[config.mk]
export PLATFORM = sky130hd
export DESIGN_NAME = bulls_cows_scorer_flat
export DESIGN_NICKNAME = d
export VERILOG_FILES = /design/src/rtl/bulls_cows_scorer_if.sv /design/src/rtl/bulls_cows_scorer.sv /design/src/flat_wrapper.sv
export SDC_FILE = /design/constraint.sdc
export NUM_CORES = 1
export LEC_CHECK = 0
export ABC_AREA = 1
export CAP_MARGIN = 20
export CELL_PAD_IN_SITES_DETAIL_PLACEMENT = 1
export CELL_PAD_IN_SITES_GLOBAL_PLACEMENT = 1
export CORE_MARGIN = 8
export CORE_UTILIZATION = 25
export CTS_BUF_LIST = sky130_fd_sc_hd__clkbuf_4 sky130_fd_sc_hd__clkbuf_8
export DETAILED_ROUTE_END_ITERATION = 8
export HOLD_SLACK_MARGIN = 0.15
export PLACE_DENSITY_LB_ADDON = 0.1
export SLEW_MARGIN = 40
export SYNTH_ARGS = -nofsm -noshare
export SYNTH_HDL_FRONTEND = slang
export SYNTH_SLANG_ARGS = --single-unit
export TNS_END_PERCENT = 1
[constraint.sdc]
create_clock -name clock -period 4.1 [get_ports clock]
set_input_delay 0.615 -clock clock [delete_from_list [all_inputs] [get_ports clock]]
set_output_delay 0.615 -clock clock [all_outputs]
set_load 0.005 [all_outputs]
[src/rtl/bulls_cows_scorer_if.sv]
// Handshake and operand/result bundle between the game controller and the
// Bulls & Cows scoring stage.
interface bulls_cows_scorer_if #(
    parameter int NUM_DIGITS = 4,
    parameter int CNT_W      = 3
);
    logic                    start;
    logic [4*NUM_DIGITS-1:0] secret;
    logic [4*NUM_DIGITS-1:0] guess;
    logic                    busy;
    logic                    done;
    logic                    valid_guess;
    logic [CNT_W-1:0]        bulls;
    logic [CNT_W-1:0]        cows;
    logic                    win;

    modport master (
        output start, secret, guess,
        input  busy, done, valid_guess, bulls, cows, win
    );

    modport slave (
        input  start, secret, guess,
        output busy, done, valid_guess, bulls, cows, win
    );
endinterface

[src/rtl/bulls_cows_scorer.sv]
// Bulls & Cows scorer: latches a guess/secret pair, scores one guess digit per
// cycle, then publishes bulls/cows/valid/win together with a done pulse.
module bulls_cows_scorer #(
    parameter int NUM_DIGITS = 4,
    parameter int CNT_W      = 3
) (
    input  logic               clock,
    input  logic               reset,
    bulls_cows_scorer_if.slave bus
);
    localparam int CODE_W = 4 * NUM_DIGITS;
    localparam int IDX_W  = (NUM_DIGITS > 1) ? $clog2(NUM_DIGITS) : 1;

    localparam logic [IDX_W-1:0] LAST_IDX = IDX_W'(NUM_DIGITS - 1);
    localparam logic [CNT_W-1:0] ALL_HIT  = CNT_W'(NUM_DIGITS);

    localparam logic [1:0] S_IDLE    = 2'd0;
    localparam logic [1:0] S_COMPARE = 2'd1;
    localparam logic [1:0] S_REPORT  = 2'd2;

    logic [1:0]        r_state;
    logic [IDX_W-1:0]  r_index;
    logic [CODE_W-1:0] r_secret;
    logic [CODE_W-1:0] r_guess;
    logic [CNT_W-1:0]  r_work_bulls;
    logic [CNT_W-1:0]  r_work_cows;
    logic              r_invalid;

    logic              r_busy;
    logic              r_done;
    logic              r_valid;
    logic [CNT_W-1:0]  r_bulls;
    logic [CNT_W-1:0]  r_cows;
    logic              r_win;

    logic [3:0]        w_g_cur;
    logic [3:0]        w_s_cur;
    logic              w_is_bull;
    logic              w_in_other;
    logic              w_dup_later;
    logic              w_is_cow;
    logic              w_is_bad;
    logic [CNT_W-1:0]  w_bulls_nxt;
    logic [CNT_W-1:0]  w_cows_nxt;
    logic              w_invalid_nxt;
    logic [1:0]        w_state_nxt;

    // Classify the current guess digit against the latched secret and the
    // remaining (higher-index) guess digits.
    always_comb begin
        w_g_cur     = r_guess[{r_index, 2'b00} +: 4];
        w_s_cur     = r_secret[{r_index, 2'b00} +: 4];
        w_is_bull   = (w_g_cur == w_s_cur);
        w_in_other  = 1'b0;
        w_dup_later = 1'b0;
        for (int j = 0; j < NUM_DIGITS; j++) begin
            w_in_other  = w_in_other |
                          ((IDX_W'(j) != r_index) && (r_secret[4*j +: 4] == w_g_cur));
            w_dup_later = w_dup_later |
                          ((IDX_W'(j) > r_index) && (r_guess[4*j +: 4] == w_g_cur));
        end
        w_is_cow = !w_is_bull && w_in_other;
        w_is_bad = (w_g_cur > 4'd9) || w_dup_later;
    end

    // Working totals including the digit being scored this cycle, so the
    // final digit is folded in on the edge that enters REPORT.
    always_comb begin
        w_bulls_nxt   = r_work_bulls + CNT_W'(w_is_bull);
        w_cows_nxt    = r_work_cows + CNT_W'(w_is_cow);
        w_invalid_nxt = r_invalid | w_is_bad;
    end

    // Next-state selection for the IDLE -> COMPARE -> REPORT sequence.
    always_comb begin
        w_state_nxt = r_state;
        case (r_state)
            S_IDLE: begin
                if (bus.start) begin
                    w_state_nxt = S_COMPARE;
                end else begin
                    w_state_nxt = S_IDLE;
                end
            end
            S_COMPARE: begin
                if (r_index == LAST_IDX) begin
                    w_state_nxt = S_REPORT;
                end else begin
                    w_state_nxt = S_COMPARE;
                end
            end
            S_REPORT: w_state_nxt = S_IDLE;
            default:  w_state_nxt = S_IDLE;
        endcase
    end

    // State, operand latch and working counters.
    always_ff @(posedge clock) begin
        if (reset) begin
            r_state      <= S_IDLE;
            r_index      <= {IDX_W{1'b0}};
            r_secret     <= {CODE_W{1'b0}};
            r_guess      <= {CODE_W{1'b0}};
            r_work_bulls <= {CNT_W{1'b0}};
            r_work_cows  <= {CNT_W{1'b0}};
            r_invalid    <= 1'b0;
        end else begin
            r_state <= w_state_nxt;
            case (r_state)
                S_IDLE: begin
                    if (bus.start) begin
                        r_secret     <= bus.secret;
                        r_guess      <= bus.guess;
                        r_work_bulls <= {CNT_W{1'b0}};
                        r_work_cows  <= {CNT_W{1'b0}};
                        r_invalid    <= 1'b0;
                        r_index      <= {IDX_W{1'b0}};
                    end
                end
                S_COMPARE: begin
                    r_work_bulls <= w_bulls_nxt;
                    r_work_cows  <= w_cows_nxt;
                    r_invalid    <= w_invalid_nxt;
                    if (r_index != LAST_IDX) begin
                        r_index <= r_index + IDX_W'(1);
                    end
                end
                default: begin
                    r_index <= {IDX_W{1'b0}};
                end
            endcase
        end
    end

    // Registered handshake and result outputs; results only move on REPORT
    // entry and otherwise hold across later starts.
    always_ff @(posedge clock) begin
        if (reset) begin
            r_busy  <= 1'b0;
            r_done  <= 1'b0;
            r_valid <= 1'b0;
            r_bulls <= {CNT_W{1'b0}};
            r_cows  <= {CNT_W{1'b0}};
            r_win   <= 1'b0;
        end else begin
            r_done <= (r_state == S_REPORT);
            case (r_state)
                S_IDLE: begin
                    r_busy <= bus.start;
                end
                S_COMPARE: begin
                    if (r_index == LAST_IDX) begin
                        r_busy <= 1'b0;
                        if (w_invalid_nxt) begin
                            r_valid <= 1'b0;
                            r_bulls <= {CNT_W{1'b0}};
                            r_cows  <= {CNT_W{1'b0}};
                            r_win   <= 1'b0;
                        end else begin
                            r_valid <= 1'b1;
                            r_bulls <= w_bulls_nxt;
                            r_cows  <= w_cows_nxt;
                            r_win   <= (w_bulls_nxt == ALL_HIT);
                        end
                    end else begin
                        r_busy <= 1'b1;
                    end
                end
                default: begin
                    r_busy <= 1'b0;
                end
            endcase
        end
    end

    assign bus.busy        = r_busy;
    assign bus.done        = r_done;
    assign bus.valid_guess = r_valid;
    assign bus.bulls       = r_bulls;
    assign bus.cows        = r_cows;
    assign bus.win         = r_win;
endmodule

[src/flat_wrapper.sv]
// flat-port wrapper written by rule: the top's interface ports become plain ports
module bulls_cows_scorer_flat 
#(
    parameter int NUM_DIGITS = 4,
    parameter int CNT_W      = 3
)
  (clock, reset, bus_start, bus_secret, bus_guess, bus_busy, bus_done, bus_valid_guess, bus_bulls, bus_cows, bus_win);
  bulls_cows_scorer_if #(.NUM_DIGITS(NUM_DIGITS), .CNT_W(CNT_W)) bus_i ();
  input  logic clock;
  input  logic reset;
  input wire logic [$bits(bus_i.start)-1:0] bus_start;
  input wire logic [$bits(bus_i.secret)-1:0] bus_secret;
  input wire logic [$bits(bus_i.guess)-1:0] bus_guess;
  output wire logic [$bits(bus_i.busy)-1:0] bus_busy;
  output wire logic [$bits(bus_i.done)-1:0] bus_done;
  output wire logic [$bits(bus_i.valid_guess)-1:0] bus_valid_guess;
  output wire logic [$bits(bus_i.bulls)-1:0] bus_bulls;
  output wire logic [$bits(bus_i.cows)-1:0] bus_cows;
  output wire logic [$bits(bus_i.win)-1:0] bus_win;
  assign bus_i.start = bus_start;
  assign bus_i.secret = bus_secret;
  assign bus_i.guess = bus_guess;
  assign bus_busy = bus_i.busy;
  assign bus_done = bus_i.done;
  assign bus_valid_guess = bus_i.valid_guess;
  assign bus_bulls = bus_i.bulls;
  assign bus_cows = bus_i.cows;
  assign bus_win = bus_i.win;
  bulls_cows_scorer #(.NUM_DIGITS(NUM_DIGITS), .CNT_W(CNT_W)) u_core (.clock(clock), .reset(reset), .bus(bus_i));
endmodule
==> out/results.txt <==
drt initial violations = 101
DR DRC count = 0
Fmax = 359 MHz
Crit path max-delay family = simple AND/OR/NAND/NOR gates
clk sinks = 52
Total Wirelength = 8.32 mm
GRT overflow = 0
Vias = 2560
Post-Synth Simple-Gate Area = 29.0%
Root Buffer = clkbuf_8
final setup fails = 0
count of final hold-check violations = 0
Starting Density = 25.6%
clock-pin slew on the worst setup and hold paths = 110 ps
r2r setup slk = 1310 ps
worst skew pair latency = 320 ps
DIE AREA = 14800 um2
post-synthesis mux area share = 0%
Worst-Margin Slew = 585 ps
Area growth syn-to-layout = 26.1%
Hold WC Path Type = register to register
cts bufs inserted = 5
crit path capture type = register
RSZ-0062 raised after global routing = no
largest net degree at the start of global routing = 53
CTS tree = done
peak supply drop = 0.000211 V
worst hold slack = 444 ps
Pins Over Slew Limit = 0
pwr dens = 402 nW/um2
Synth Area in XOR/XNOR = 6.28%
Synth cell types = 36
Cells after Synth = 387
port bufs = 44
compound-gate portion of the synthesized area = 16.4%
average wire per standard cell = 14.6 um
Worst Clk Skew = 15.1 ps
Die X = 122 um
Lkg Pwr = 1.44 nW
post-route insts no fill = 568
mean post-synth cell area = 7.21 um2
syn_nets = 430
Final min period = 2790 ps
Mapped Area = 2790 um2
Startpoint Class = register
CTS H-tree depth = 2
vias in the first global route = 2651
Relative slew margins = 60.8%
critical path class = register to register
Worst EP required = 4360 ps
share of cells above drive strength 1 = 9.11%
die height = 122 um
Synth warnings = 0
DP Area = 3360 um2
Seq/Total Area, Yosys = 37.3%
status = finished, final reports clean
Fin Setup TNS = 0 ps
first-pass GRT wire length = 13.9 mm
area of the core = 10900 um2
CTS hold repair buffers = 0
row count = 38
ANT nets after route = 0
# IOs = 45
Tot Pwr = 1.41 mW
fill count = 1342
final RePlAce weighted congestion = 0.776
Yosys reg bits = 52
Crit Path Max Fanout = 22
Nets = 470
Tcrit/Tclk final = 68.0%
placed insts = 560
CP Buf/Inv Count = 3
Worst EP arrival = 3050 ps
initial antenna violation count = 0
worst stage delay on the critical path = 330 ps
crit-path cells = buf_4 -> inv_2 -> nand2_1 -> nand3_2 -> nand2_4 -> clkinv_2 -> xor2_1 -> nand2_1 -> nor4_4 -> nor2_1 -> ha_1 -> ha_1 -> xor2_1 -> nand3_1 -> a21oi_1
Pre-antenna DRT Iters = 4
GRT Total Usage = 11.8%
CP max stage cell = dfxtp_1
Post-CTS Resized = 0
Finished Cell Area = 3520 um2
Clock Tree Buf Depth = 2
Max Cap Viol = 0
largest family of logic cells by synthesized area = simple AND/OR/NAND/NOR gates
post-DR vias/cell = 4.51
Post-CTS Setup Bufs = 0
HPWL Detailed = 6.24 mm
Post-Synth Adder-Cell Area = 3.59%
Antenna diodes = 0
==> power by group <==
part           total (mW)  switching, mW  internal [mW]  leakage [nW]
registers           0.559         0.0216          0.538         0.427
logic               0.365          0.225          0.140         0.938
clock network       0.489          0.184          0.305        0.0784
total                1.41          0.431          0.983          1.44
==> cell families after synthesis <==
group                      count (synthesis)
AOI/OAI and AO/OA                         89
xor gates and xnor gates                  20
adders and majority gates                  8
buffers and inverters                     51
DFF                                       52
and+or+nand+nor                          167
==> registers in the layout (all words and copies together) (netlist names), 2 cells and up <==
name and flops:
u_core.r_work_bulls 3, u_core.r_guess 16, u_core.r_index 2, u_core.r_work_cows 3
u_core.bus.cows 3, u_core.r_secret 16, u_core.bus.bulls 3, u_core.r_state 2
==> path summary, 6_finish.rpt <==
check / startpoint / to / cells after the start
setup reg to reg: u_core.r_index[0] / u_core.bus.cows[2] / 15
setup / recovery: u_core.r_index[0] / u_core.bus.cows[2] / 15
hold / removal: u_core.r_state[1] / u_core.bus.done / 2
hold reg to reg: u_core.r_state[1] / u_core.bus.done / 2
==> worst min-delay path: stages (launching register included) <==
cell     delay (ps)
dfxtp_1         320
inv_1            60
nor3_1           40
==> placed cells by master, fill, tap and decap left out, drive strengths merged <==
master	n
a211oi	1
a21o	1
a21oi	45
a31oi	1
and3	1
buf	5
bufinv	3
clkbuf	5
clkdlybuf4s50	43
clkinv	1
dfxtp	52
ha	8
inv	35
nand2	85
nand3	28
nand3b	1
nand4	2
nor2	43
nor3	4
nor4	1
o21ai	40
o22ai	1
or2	2
xnor2	6
xor2	14
==> final cells by class <==
class | instances | area (um2) | area share, %
tap | 140 | 175 | 4.98
clock buffer | 5 | 68.8 | 1.96
clock inverter | 3 | 90.1 | 2.56
multi-input combinational | 284 | 1540 | 43.8
timing repair buffer | 48 | 465 | 13.2
sequential | 52 | 1040 | 29.6
inverter | 36 | 136 | 3.88
==> Yosys cell counts (all sizes together) <==
| cell | n | share of area, % |
|---|---|---|
| nand2 | 85 | 13 |
| dfxtp | 52 | 37 |
| a21oi | 45 | 8.2 |
| nor2 | 43 | 6.1 |
| o21ai | 40 | 7.2 |
| inv | 35 | 4.7 |
| nand3 | 28 | 7.1 |
| xor2 | 14 | 4.4 |
| clkbuf | 10 | 1.3 |
| ha | 8 | 3.6 |
| xnor2 | 6 | 1.9 |
| buf | 5 | 1.3 |
| nor3 | 4 | 0.90 |
| nand4 | 2 | 0.45 |
| or2 | 2 | 0.45 |
| a211oi | 1 | 0.27 |
| a21o | 1 | 0.27 |
| a31oi | 1 | 0.22 |
| and3 | 1 | 0.22 |
| clkinv | 1 | 0.18 |
| nand3b | 1 | 0.27 |
| nor4 | 1 | 0.76 |
| o22ai | 1 | 0.22 |
==> per-layer routing <==
layer  part of all wire [%]  GRT usage [%]  vias to the layer above
met5                      0              0                        -
met1                     51           15.7                     1181
li1                       -              -                     1331
met3                    4.2           2.92                        5
met4                    1.0           3.01                        0
met2                     44           18.8                       43
==> stage by stage <==
| stage | utilization (%) | worst slack, ps |
|---|---|---|
| 2_1_floorplan | - | 1810 |
| 6_report | 32.3 | 1310 |
| 3_3_place_gp | 30.9 | 1340 |
| 5_1_grt | 32.3 | 1050 |
| 3_5_place_dp | 30.9 | 1280 |
| 4_1_cts | 32.3 | 1240 |
Note: power is estimated with default switching activity, not from simulation.
